[src/rtl/btu_pkg.sv]
// Shared definitions for the branch target unit.
//   instr_type_e : decoder instruction-format codes
//   flag_e       : branch class reported with each result
//   ras_op_e     : operation applied to the return-address stack
//   REG_RA/REG_T0: link registers for call/return hinting
package btu_pkg;

  typedef enum logic [2:0] {
    R_TYPE = 3'd0,
    I_TYPE = 3'd1,
    S_TYPE = 3'd2,
    B_TYPE = 3'd3,
    U_TYPE = 3'd4,
    J_TYPE = 3'd5
  } instr_type_e;

  typedef enum logic [1:0] {
    FLAG_NONE = 2'b00,
    FLAG_JAL  = 2'b01,
    FLAG_JALR = 2'b10,
    FLAG_BR   = 2'b11
  } flag_e;

  typedef enum logic [1:0] {
    RAS_NONE    = 2'd0,
    RAS_PUSH    = 2'd1,
    RAS_POP     = 2'd2,
    RAS_POPPUSH = 2'd3
  } ras_op_e;

  localparam logic [4:0] REG_RA = 5'd1;
  localparam logic [4:0] REG_T0 = 5'd5;

  function automatic logic is_link(input logic [4:0] r);
    return (r == REG_RA) || (r == REG_T0);
  endfunction

endpackage

[src/rtl/ras_stack.sv]
// Circular return-address stack.
//   clk, rst_n : clock, async active-low reset
//   op         : NONE / PUSH / POP / POPPUSH (apply this cycle)
//   push_data  : return address written on PUSH / POPPUSH
//   top        : most recently pushed live entry (combinational)
//   empty/full : occupancy is 0 / RAS_DEPTH
// A push on a full stack overwrites the oldest entry; occupancy saturates.
module ras_stack
  import btu_pkg::*;
#(
  parameter int XLEN      = 32,
  parameter int RAS_DEPTH = 4
) (
  input  logic            clk,
  input  logic            rst_n,
  input  ras_op_e         op,
  input  logic [XLEN-1:0] push_data,
  output logic [XLEN-1:0] top,
  output logic            empty,
  output logic            full
);

  localparam int PW = $clog2(RAS_DEPTH);
  localparam int CW = $clog2(RAS_DEPTH + 1);

  logic [XLEN-1:0] entries [RAS_DEPTH];
  logic [PW-1:0]   ptr;    // next free slot; top lives at ptr-1
  logic [CW-1:0]   count;
  logic [PW-1:0]   top_idx;

  assign top_idx = ptr - 1'b1;
  assign top     = entries[top_idx];
  assign empty   = (count == '0);
  assign full    = (count == CW'(RAS_DEPTH));

  always_ff @(posedge clk or negedge rst_n) begin
    if (!rst_n) begin
      ptr   <= '0;
      count <= '0;
      for (int i = 0; i < RAS_DEPTH; i++) entries[i] <= '0;
    end else begin
      unique case (op)
        RAS_PUSH: begin
          entries[ptr] <= push_data;
          ptr          <= ptr + 1'b1;
          if (!full) count <= count + 1'b1;
        end
        RAS_POP: begin
          if (!empty) begin
            ptr   <= top_idx;
            count <= count - 1'b1;
          end
        end
        RAS_POPPUSH: begin
          // Replace the top in place; on an empty stack this is a plain push.
          if (!empty) begin
            entries[top_idx] <= push_data;
          end else begin
            entries[ptr] <= push_data;
            ptr          <= ptr + 1'b1;
            count        <= count + 1'b1;
          end
        end
        default: ;
      endcase
    end
  end

endmodule

[src/rtl/branch_target_unit.sv]
// Branch/jump target generator with return-address stack prediction.
//   in_valid/in_ready   : decode handshake (pc, rs1, imm, instr_type,
//                         is_branch, rd_addr, rs1_addr)
//   out_valid/out_ready : result handshake (pc_target, flag_branch,
//                         misaligned, ras_hit, ras_pred)
//   flush               : drops the output stage and any same-cycle accept
//   ras_empty           : live RAS occupancy is zero
module branch_target_unit
  import btu_pkg::*;
#(
  parameter int XLEN        = 32,
  parameter int RAS_DEPTH   = 4,
  parameter int IALIGN_BITS = 2
) (
  input  logic            clk,
  input  logic            rst_n,
  input  logic            in_valid,
  output logic            in_ready,
  input  logic [XLEN-1:0] imm,
  input  logic [XLEN-1:0] pc,
  input  logic [XLEN-1:0] rs1,
  input  logic [2:0]      instr_type,
  input  logic            is_branch,
  input  logic [4:0]      rd_addr,
  input  logic [4:0]      rs1_addr,
  input  logic            flush,
  output logic            out_valid,
  input  logic            out_ready,
  output logic [XLEN-1:0] pc_target,
  output logic [1:0]      flag_branch,
  output logic            misaligned,
  output logic            ras_hit,
  output logic [XLEN-1:0] ras_pred,
  output logic            ras_empty
);

  localparam logic [XLEN-1:0] JALR_MASK = {{(XLEN-1){1'b1}}, 1'b0};

  logic [XLEN-1:0] target_d;
  flag_e           flag_d;
  ras_op_e         op_d;
  ras_op_e         stack_op;
  logic            accept;
  logic            pop_d;
  logic            misaligned_d;
  logic            hit_d;
  logic [XLEN-1:0] pred_d;
  logic [XLEN-1:0] ret_addr;
  logic [XLEN-1:0] ras_top;
  logic            ras_full;

  assign in_ready = !out_valid || out_ready;
  assign accept   = in_valid && in_ready && !flush;
  assign ret_addr = pc + XLEN'(4);

  always_comb begin
    target_d = '0;
    flag_d   = FLAG_NONE;
    op_d     = RAS_NONE;
    unique case (instr_type_e'(instr_type))
      J_TYPE: begin
        target_d = pc + imm;
        flag_d   = FLAG_JAL;
        if (is_link(rd_addr)) op_d = RAS_PUSH;
      end
      B_TYPE: begin
        target_d = pc + imm;
        flag_d   = FLAG_BR;
      end
      I_TYPE: begin
        if (is_branch) begin
          target_d = (rs1 + imm) & JALR_MASK;
          flag_d   = FLAG_JALR;
          case ({is_link(rd_addr), is_link(rs1_addr)})
            2'b01:   op_d = RAS_POP;
            2'b10:   op_d = RAS_PUSH;
            2'b11:   op_d = (rd_addr == rs1_addr) ? RAS_PUSH : RAS_POPPUSH;
            default: op_d = RAS_NONE;
          endcase
        end
      end
      default: ;
    endcase
  end

  assign stack_op     = accept ? op_d : RAS_NONE;
  assign pop_d        = (op_d == RAS_POP) || (op_d == RAS_POPPUSH);
  assign pred_d       = (pop_d && !ras_empty) ? ras_top : '0;
  assign hit_d        = pop_d && !ras_empty && (ras_top == target_d);
  assign misaligned_d = (flag_d != FLAG_NONE) && (target_d[IALIGN_BITS-1:0] != '0);

  ras_stack #(
    .XLEN      (XLEN),
    .RAS_DEPTH (RAS_DEPTH)
  ) u_ras (
    .clk       (clk),
    .rst_n     (rst_n),
    .op        (stack_op),
    .push_data (ret_addr),
    .top       (ras_top),
    .empty     (ras_empty),
    .full      (ras_full)
  );

  always_ff @(posedge clk or negedge rst_n) begin
    if (!rst_n) begin
      out_valid   <= 1'b0;
      pc_target   <= '0;
      flag_branch <= FLAG_NONE;
      misaligned  <= 1'b0;
      ras_hit     <= 1'b0;
      ras_pred    <= '0;
    end else if (flush) begin
      out_valid <= 1'b0;
    end else if (accept) begin
      out_valid   <= 1'b1;
      pc_target   <= target_d;
      flag_branch <= flag_d;
      misaligned  <= misaligned_d;
      ras_hit     <= hit_d;
      ras_pred    <= pred_d;
    end else if (out_ready) begin
      out_valid <= 1'b0;
    end
  end

endmodule
[config.mk]
export PLATFORM = sky130hd
export DESIGN_NAME = branch_target_unit
export DESIGN_NICKNAME = d
export VERILOG_FILES = /design/src/rtl/btu_pkg.sv /design/src/rtl/ras_stack.sv /design/src/rtl/branch_target_unit.sv
export SDC_FILE = /design/constraint.sdc
export NUM_CORES = 1
export LEC_CHECK = 0
export ABC_AREA = 1
export BUFFER_PORTS_ARGS = -buffer_cell sky130_fd_sc_hd__buf_2
export CAP_MARGIN = 0
export CORE_MARGIN = 2
export CORE_UTILIZATION = 55
export DETAILED_ROUTE_END_ITERATION = 8
export PLACE_DENSITY = 0.75
export SYNTH_ARGS = -nofsm -noshare
export SYNTH_HDL_FRONTEND = slang
export SYNTH_SLANG_ARGS = --single-unit
[constraint.sdc]
create_clock -name clk -period 5.8 [get_ports clk]
set_clock_uncertainty 0.1 [all_clocks]
set_input_delay 1.74 -clock clk [delete_from_list [all_inputs] [get_ports clk]]
set_output_delay 1.74 -clock clk [all_outputs]
set_load 0.03 [all_outputs]
==> flow_summary.toml, run 1 <==
[run_status]
run_status = "completed"

[placed_design]
place.gp.congestion = 0.983
port_buffers = 185
place_ws_ns = 1.17
dpl.hpwl_um = 46700
placed_cell_area_sq_mm = 0.0183

[setup_path]
r2r_end = "ras_hit"
arrival_ns = 4.60
critPathLaunch = "pc[0]"
cp-start-kind = "input port"
critPathRequiredTime_ns = 6.17
crit_chain = "buf_2 -> ha_1 -> inv_1 -> fa_1 -> inv_1 -> nand2_1 -> nand2_1 -> nand3_1 -> nand2_1 -> nand2_1 -> nand2_1 -> nand2_1 -> nand3_1 -> nand2_1 -> nand2_1 -> nand2_1 -> inv_1 -> nand3_1 -> nor2_1 -> nand3_1 -> nor2_1 -> nand3_1 -> nand2_1"
crit_family = "simple AND/OR/NAND/NOR gates"
reg2reg_slack_ns = 1.78
cpMaxStageDelayCell = "fa_1"
rr_worst_depth = 16
cp_slowest_stage_delay_ns = 0.35
end_kind = "register"
critPathKind = "in -> reg"
cp.buffers_inverters = 4
r2r_start = "u_ras.ptr[0]"
crit_path_max_fanout = 5
crit_cells = 23
cp_common_cell = "nand2_1"

[final_layout]
diodes = 0
multi_input_area_sq_mm = 0.0103
register_area_sq_mm = 0.00506
areaGrowthSynthToFinish_pct = 11.0
layout.nets = 2985
fin_area_sq_mm = 0.0190
drive_above_1_share = 0.112
n_fill_cell = 2970

[floorplan]
die_h_um = 180
dieArea_sq_mm = 0.0325
coreArea_sq_mm = 0.0306
initial_core_util = 0.559
io_pins = 186
dieWidth_um = 180
num_rows = 64

[clock_network]
cts_max_level = 1
post_cts_buffers = 0
cts_root_buffer = "clkbuf_16"
clk_pin_slew_ns = 0.06
numCtsBuffers = 25
cts_sinks = 202
cts_tree = "yes"
cts.hold.buffers_added = 0
clock_latency_ns = 0.53
clock_path_buffers = 3
cts_resized = 0

[synthesis]
synth_area_leaders = "dfrtp_1, nand2_1, o21ai_0"
yosys_warnings = 0
synth_fa_ha_area_frac = 0.0518
synth_area_per_cell_sq_um = 6.39
synth-main-ff-cell = "dfrtp_1"
synth_top_family_by_area = "simple AND/OR/NAND/NOR gates"
synth_compound_area_frac = 0.222
synth_cells = 2676
synth_xor_xnor_area_share = 0.0132
ys_types = 53
synth_top_area_share = 0.295
async_flop_share = 1.00
syn_area_sq_mm = 0.0171
ys_seq_area_frac = 0.295
ys_seq_elements = 202
synth_edf_count = 0
synthMuxAreaShare = 0
syn_nets = 2860
yosysTopAreaCell = "dfrtp_1"
synth-simple-area-share = 0.313

[route]
vias_per_cell = 6.05
firstDrtPassIters = 6
ant_nets = 0
drc = 0
num_vias = 19423
wl_per_cell_um = 19.8
drt_iter0_drc = 2271
wl_um = 63600

[job]
cap_violations = 0

[timing]
max_freq_mhz = 236
setup_tns_ns = 0
final.min_clock_period_ns = 4.23
tightest_slew_ns = 1.07
relSlewSlack = 0.285
post-route-period-util = 0.729
final_hold_viol_count = 0
finalSetupViolations = 0
maxSlewViolCount = 0
rsz0062_at_grt = "no"
layout_setup_ws_ns = 1.57

[global_route]
antenna_found_initial = 1
use_met2 = 0.580
use_met1 = 0.530
globalRouteMet3Util = 0.0620
grt_pass1_vias = 17512
grt_overflow = 0
grt_use_total = 0.378
grt_pass1_wl_um = 97800
grt_max_degree = 121
grt_most_used_layer = "met2"

[power]
p_leak_uw = 0.00973
powerDensity_mw_per_mm2 = 234
vdd_drop_max_mv = 0.262

[min_path]
holdPathEnd = "flag_branch[1]"
min_path_cells = 1
hold_path_class = "reg -> reg"
min_from = "flag_branch[1]"
synth_stat cells (3+ instances only):
cell	count
a21o_1	3
a21oi_1	207
a21oi_2	3
a22o_1	8
a22oi_1	13
a31oi_1	24
a32oi_1	11
buf_1	7
buf_2	37
clkbuf_1	65
dfrtp_1	202
fa_1	3
ha_1	66
inv_1	324
inv_2	15
nand2_1	721
nand2_2	6
nand3_1	178
nand3b_1	44
nand4_1	20
nor2_1	203
nor2_2	3
nor2_4	3
nor3_1	27
nor3_2	5
nor4_1	4
o21a_1	4
o21ai_0	306
o21ai_1	41
o21bai_1	9
o221ai_1	39
o22ai_1	4
o2bb2ai_1	3
or2_2	18
xnor2_1	6
xor2_1	18
worst register-to-register path, delay by kind of cell (launching register included):
| family | cells | cell delay (ns) |
|---|---|---|
| and+or+nand+nor | 9 | 1.11 |
| buffers and inverters | 4 | 1.38 |
| AOI/OAI and AO/OA | 2 | 0.59 |
| adders and majority gates | 1 | 0.38 |
| DFF | 1 | 0.40 |
registers in the layout (all words and copies together), names as in the netlist:
name	cells
u_ras.entries	128
pc_target	32
ras_pred	32
u_ras.count	3
flag_branch	2
u_ras.ptr	2
misaligned	1
out_valid	1
ras_hit	1
cell type report:
class                           count  share of cell area
Multi-Input combinational cell   2018               0.541
Sequential cell                   202               0.266
Inverter                          341              0.0674
Timing Repair Buffer              213              0.0610
Clock buffer                       38              0.0366
Tap cell                          396              0.0261
Clock inverter                      4             0.00119
cell families (layout without fill, tap and decap cells):
kind of cell,Yosys count,after routing
and+or+nand+nor,1241,1241
AOI/OAI and AO/OA,683,683
buffers and inverters,456,596
DFF,202,202
adders and majority gates,69,69
xor gates and xnor gates,25,25
metal layers:
| layer | part of all wire | wire length [um] |
|---|---|---|
| met1 | 0.41 | 26400 |
| met2 | 0.43 | 27200 |
| met3 | 0.11 | 6990 |
| met4 | 0.047 | 3020 |
| met5 | 0.00017 | 11 |
how the worst max path moves through the flow:
stage	endpoint	slack, ns
after CTS	ras_hit	1.70
after global routing	ras_hit	1.36
final	ras_hit	1.57
after global placement	ras_hit	1.22
after detailed placement	ras_hit	1.17
after floorplan	u_ras.count[2]	1.94
cell usage in the layout, fill, tap and decap left out, types with 16 or more instances in the layout:
cell | Yosys | layout
buf_2 | 37 | 184
or2_2 | 18 | 18
nand3b_1 | 44 | 44
dfrtp_1 | 202 | 201
inv_1 | 324 | 323
clkbuf_16 | 0 | 25
inv_2 | 15 | 16
a21oi_1 | 207 | 206
nand4_1 | 20 | 20
nand2_1 | 721 | 720
nor2_1 | 203 | 202
a31oi_1 | 24 | 24
nor3_1 | 27 | 27
buf_4 | 2 | 27
xor2_1 | 18 | 18
o221ai_1 | 39 | 39
ha_1 | 66 | 65
o21ai_1 | 41 | 41
o21ai_0 | 306 | 306
nand3_1 | 178 | 178
power by group:
| part | switching, uW | internal, uW |
|---|---|---|
| clock | 631 | 816 |
| sequential | 53.6 | 1520 |
| combinational | 1010 | 421 |
metrics by stage:
stage	hold slack [ns]	std cells	utilization	power, uW
after detailed placement	0.366	3170	0.597	2980
after CTS	0.378	3212	0.621	4410
final	0.377	3212	0.621	4450
after global placement	0.355	3170	0.597	2960
after global routing	0.415	3212	0.621	4640
after floorplan	0.353	2676	-	2510
(Power assumes the default switching activity.)
==> inputs of run 2 (changes only) <==
--- a/config.mk
+++ b/config.mk
@@ -5,13 +5,13 @@
 export SDC_FILE = /design/constraint.sdc
 export NUM_CORES = 1
 export LEC_CHECK = 0
-export ABC_AREA = 1
+export ABC_AREA = 0
 export BUFFER_PORTS_ARGS = -buffer_cell sky130_fd_sc_hd__buf_2
 export CAP_MARGIN = 0
 export CORE_MARGIN = 2
 export CORE_UTILIZATION = 55
 export DETAILED_ROUTE_END_ITERATION = 8
-export PLACE_DENSITY = 0.75
+export PLACE_DENSITY = 0.77
 export SYNTH_ARGS = -nofsm -noshare
 export SYNTH_HDL_FRONTEND = slang
 export SYNTH_SLANG_ARGS = --single-unit
==> constraint.sdc (replaced) <==
create_clock -name clk -period 4 [get_ports clk]
set_clock_uncertainty 0.1 [all_clocks]
set_input_delay 1.2 -clock clk [delete_from_list [all_inputs] [get_ports clk]]
set_output_delay 1.2 -clock clk [all_outputs]
set_load 0.03 [all_outputs]
==> run 2 against run 1 <==
Compared with the run above: the flow now finishes with violations (negative setup slack); largest power group unchanged; combinational power up 16%; worst hold slack worse by 0.0010 ns; first-iteration DRC count down 26%; critical path type unchanged; critical endpoint unchanged; design area down 8.1%; core utilization up 12 points; count of clock-buffer cells in the layout down 10; total power up 33%; highest routed layer unchanged; area after synthesis down 22%; sequential power up 40%; synthesized cell count down 44%.
==> flow_summary.toml, run 2 <==
[synthesis]
async_flop_share = 1.00
ys_seq_area_frac = 0.380
synth_area_leaders = "dfrtp_1, a21oi_1, ha_1"
synth_top_area_share = 0.380
synth_most_common_cell = "dfrtp_1"
syn_area_sq_mm = 0.0133
synth_edf_count = 0
synth-simple-area-share = 0.182
syn_nets = 1680
synth-main-ff-cell = "dfrtp_1"
synth_top_family_by_area = "compound AO/OA/AOI/OAI gates"
synth.cells.most_frequent = "dfrtp_1, a21oi_1, nor2_1"
yosysTopAreaCell = "dfrtp_1"
yosys_warnings = 0
ys_types = 75
synth_cells = 1496
synth_fa_ha_area_frac = 0.0667
synthMuxAreaShare = 0.0774
synth_area_per_cell_sq_um = 8.88
ys_seq_elements = 202
synth_compound_area_frac = 0.216
synth_xor_xnor_area_share = 0.0468

[route]
wl_per_cell_um = 20.5
drt_iter0_drc = 1671
ant_nets = 0
wl_um = 45900
num_vias = 13780
drc = 0
vias_per_cell = 6.15
firstDrtPassIters = 7

[setup_path]
cpMaxStageDelayCell = "or4_4"
crit_chain = "buf_8 -> ha_4 -> inv_2 -> fa_2 -> nand2b_4 -> a211oi_4 -> o21ai_2 -> and4_1 -> or4_4 -> a221oi_2 -> nand4_1 -> nor4_2 -> nor4b_4 -> nand4_1 -> nand2_1"
critPathKind = "in -> reg"
arrival_ns = 4.34
cp_common_cell = "nand4_1"
crit_family = "simple AND/OR/NAND/NOR gates"
critPathRequiredTime_ns = 4.34
crit_path_max_fanout = 4
cp_slowest_stage_delay_ns = 0.42
cp.buffers_inverters = 2
end_kind = "register"
cp-start-kind = "input port"

[placed_design]
port_buffers = 185
place.gp.congestion = 0.966
place_ws_ns = -0.577
dpl.hpwl_um = 34600

[final_layout]
largestRegisters = "u_ras.entries (128), pc_target (32), ras_pred (32)"
drive_above_1_share = 0.308
areaGrowthSynthToFinish_pct = 31.3
layout.nets = 2090
top_register = "u_ras.entries"
mostFrequentLayoutCell = "buf_4"
largest_register_ffs = 128
mostFrequentLayoutCells = "buf_4, dfrtp_1, a21oi_1, buf_2, nor2_1"

[clock_network]
cts_sinks = 202
cts_max_level = 1
cts_root_buffer = "clkbuf_16"
cts_tree = "yes"
clock_path_buffers = 3
numCtsBuffers = 21
cts.hold.buffers_added = 0
clock_latency_ns = 0.50
clk_pin_slew_ns = 0.07

[run_status]
run_status = "finished, violations left"
violations = "negative setup slack"

[global_route]
grt_max_degree = 82
antenna_found_initial = 3
grt_use_total = 0.353
grt_pass1_vias = 13612
grt_pass1_wl_um = 71600
grt_overflow = 0

[floorplan]
dieArea_sq_mm = 0.0254
io_pins = 186
coreArea_sq_mm = 0.0236
dieWidth_um = 159
num_rows = 56
initial_core_util = 0.563
die_h_um = 159

[timing]
whs_ns = 0.376
rsz0062_at_grt = "yes"
post-route-period-util = 1.00
final_hold_viol_count = 0
tightest_slew_ns = 0.750
final.min_clock_period_ns = 4.00
layout_setup_ws_ns = -0.000961
maxSlewViolCount = 0
finalSetupViolations = 1
relSlewSlack = 0.496
max_freq_mhz = 250

[power]
vdd_drop_max_mv = 0.441
total_power_uw = 5920
powerDensity_mw_per_mm2 = 339
p_leak_uw = 0.00841

[job]
cap_violations = 0

[min_path]
hold_path_class = "reg -> reg"
## run 2: final timing paths
path,from,endpoint,slack [ns],depth (start not counted)
max in group asynchronous,rst_n,ras_pred[4],2.36,2
min reg2reg,pc_target[1],pc_target[1],0.38,2
min,pc_target[1],pc_target[1],0.38,2
min in group asynchronous,rst_n,u_ras.count[0],0.61,1
max,imm[0],ras_hit,-0.001,15
max reg2reg,u_ras.ptr[1],ras_hit,0.52,11
## run 2: cell families after synthesis
family | Yosys count
mux | 64
buf+inv | 108
flops | 202
fa+ha+maj | 69
simple gates | 517
xor+xnor | 71
compound gates | 465
## run 2: report_power, final
group	switching [uW]	internal, uW	total [uW]	leakage, uW
registers	62.5	2140	2200	0.00278
logic	961	698	1660	0.00529
clock network	826	1230	2060	0.000354
## run 2: tightest hold or removal path, delay by kind of cell, from the launching register on
| family | cells | cell delay, ns |
|---|---|---|
| AOI/OAI and AO/OA | 1 | 0.06 |
| and+or+nand+nor | 1 | 0.04 |
| DFF | 1 | 0.34 |
## run 2: metrics by stage
stage,utilization,instance area (sq um),setup TNS (ns),instances
finish,0.739,17500,-0.000961,2241
global route,0.739,17500,-0.156,2241
CTS,0.734,17300,0,2235
detailed placement,0.703,16600,-1.24,2198
global placement,0.703,16600,-1.07,2198
floorplan,-,13400,-0.0255,1496
## run 2: metal layers
metal | share of wire | global-route usage | routed length (um)
met5 | 0.00024 | 0 | 11
met4 | 0.030 | 0.113 | 1390
met3 | 0.091 | 0.0482 | 4190
met2 | 0.47 | 0.573 | 21400
met1 | 0.41 | 0.492 | 18900
## run 2: repair_timing
action / CTS / global route
pin swaps: 3 / 15
setup buffers: 0 / 4
endpoints found under the setup margin: 1 / 1
resized for setup: 3 / 28
## run 2: layout make-up
type	instances	area (sq um)
Sequential cell	202	5060
Antenna cell	2	5.00
Fill cell	1763	6160
Clock inverter	9	126
Inverter	33	124
Multi-Input combinational cell	1186	8040
Clock buffer	28	592
Tap cell	319	399
Timing Repair Buffer	462	3120
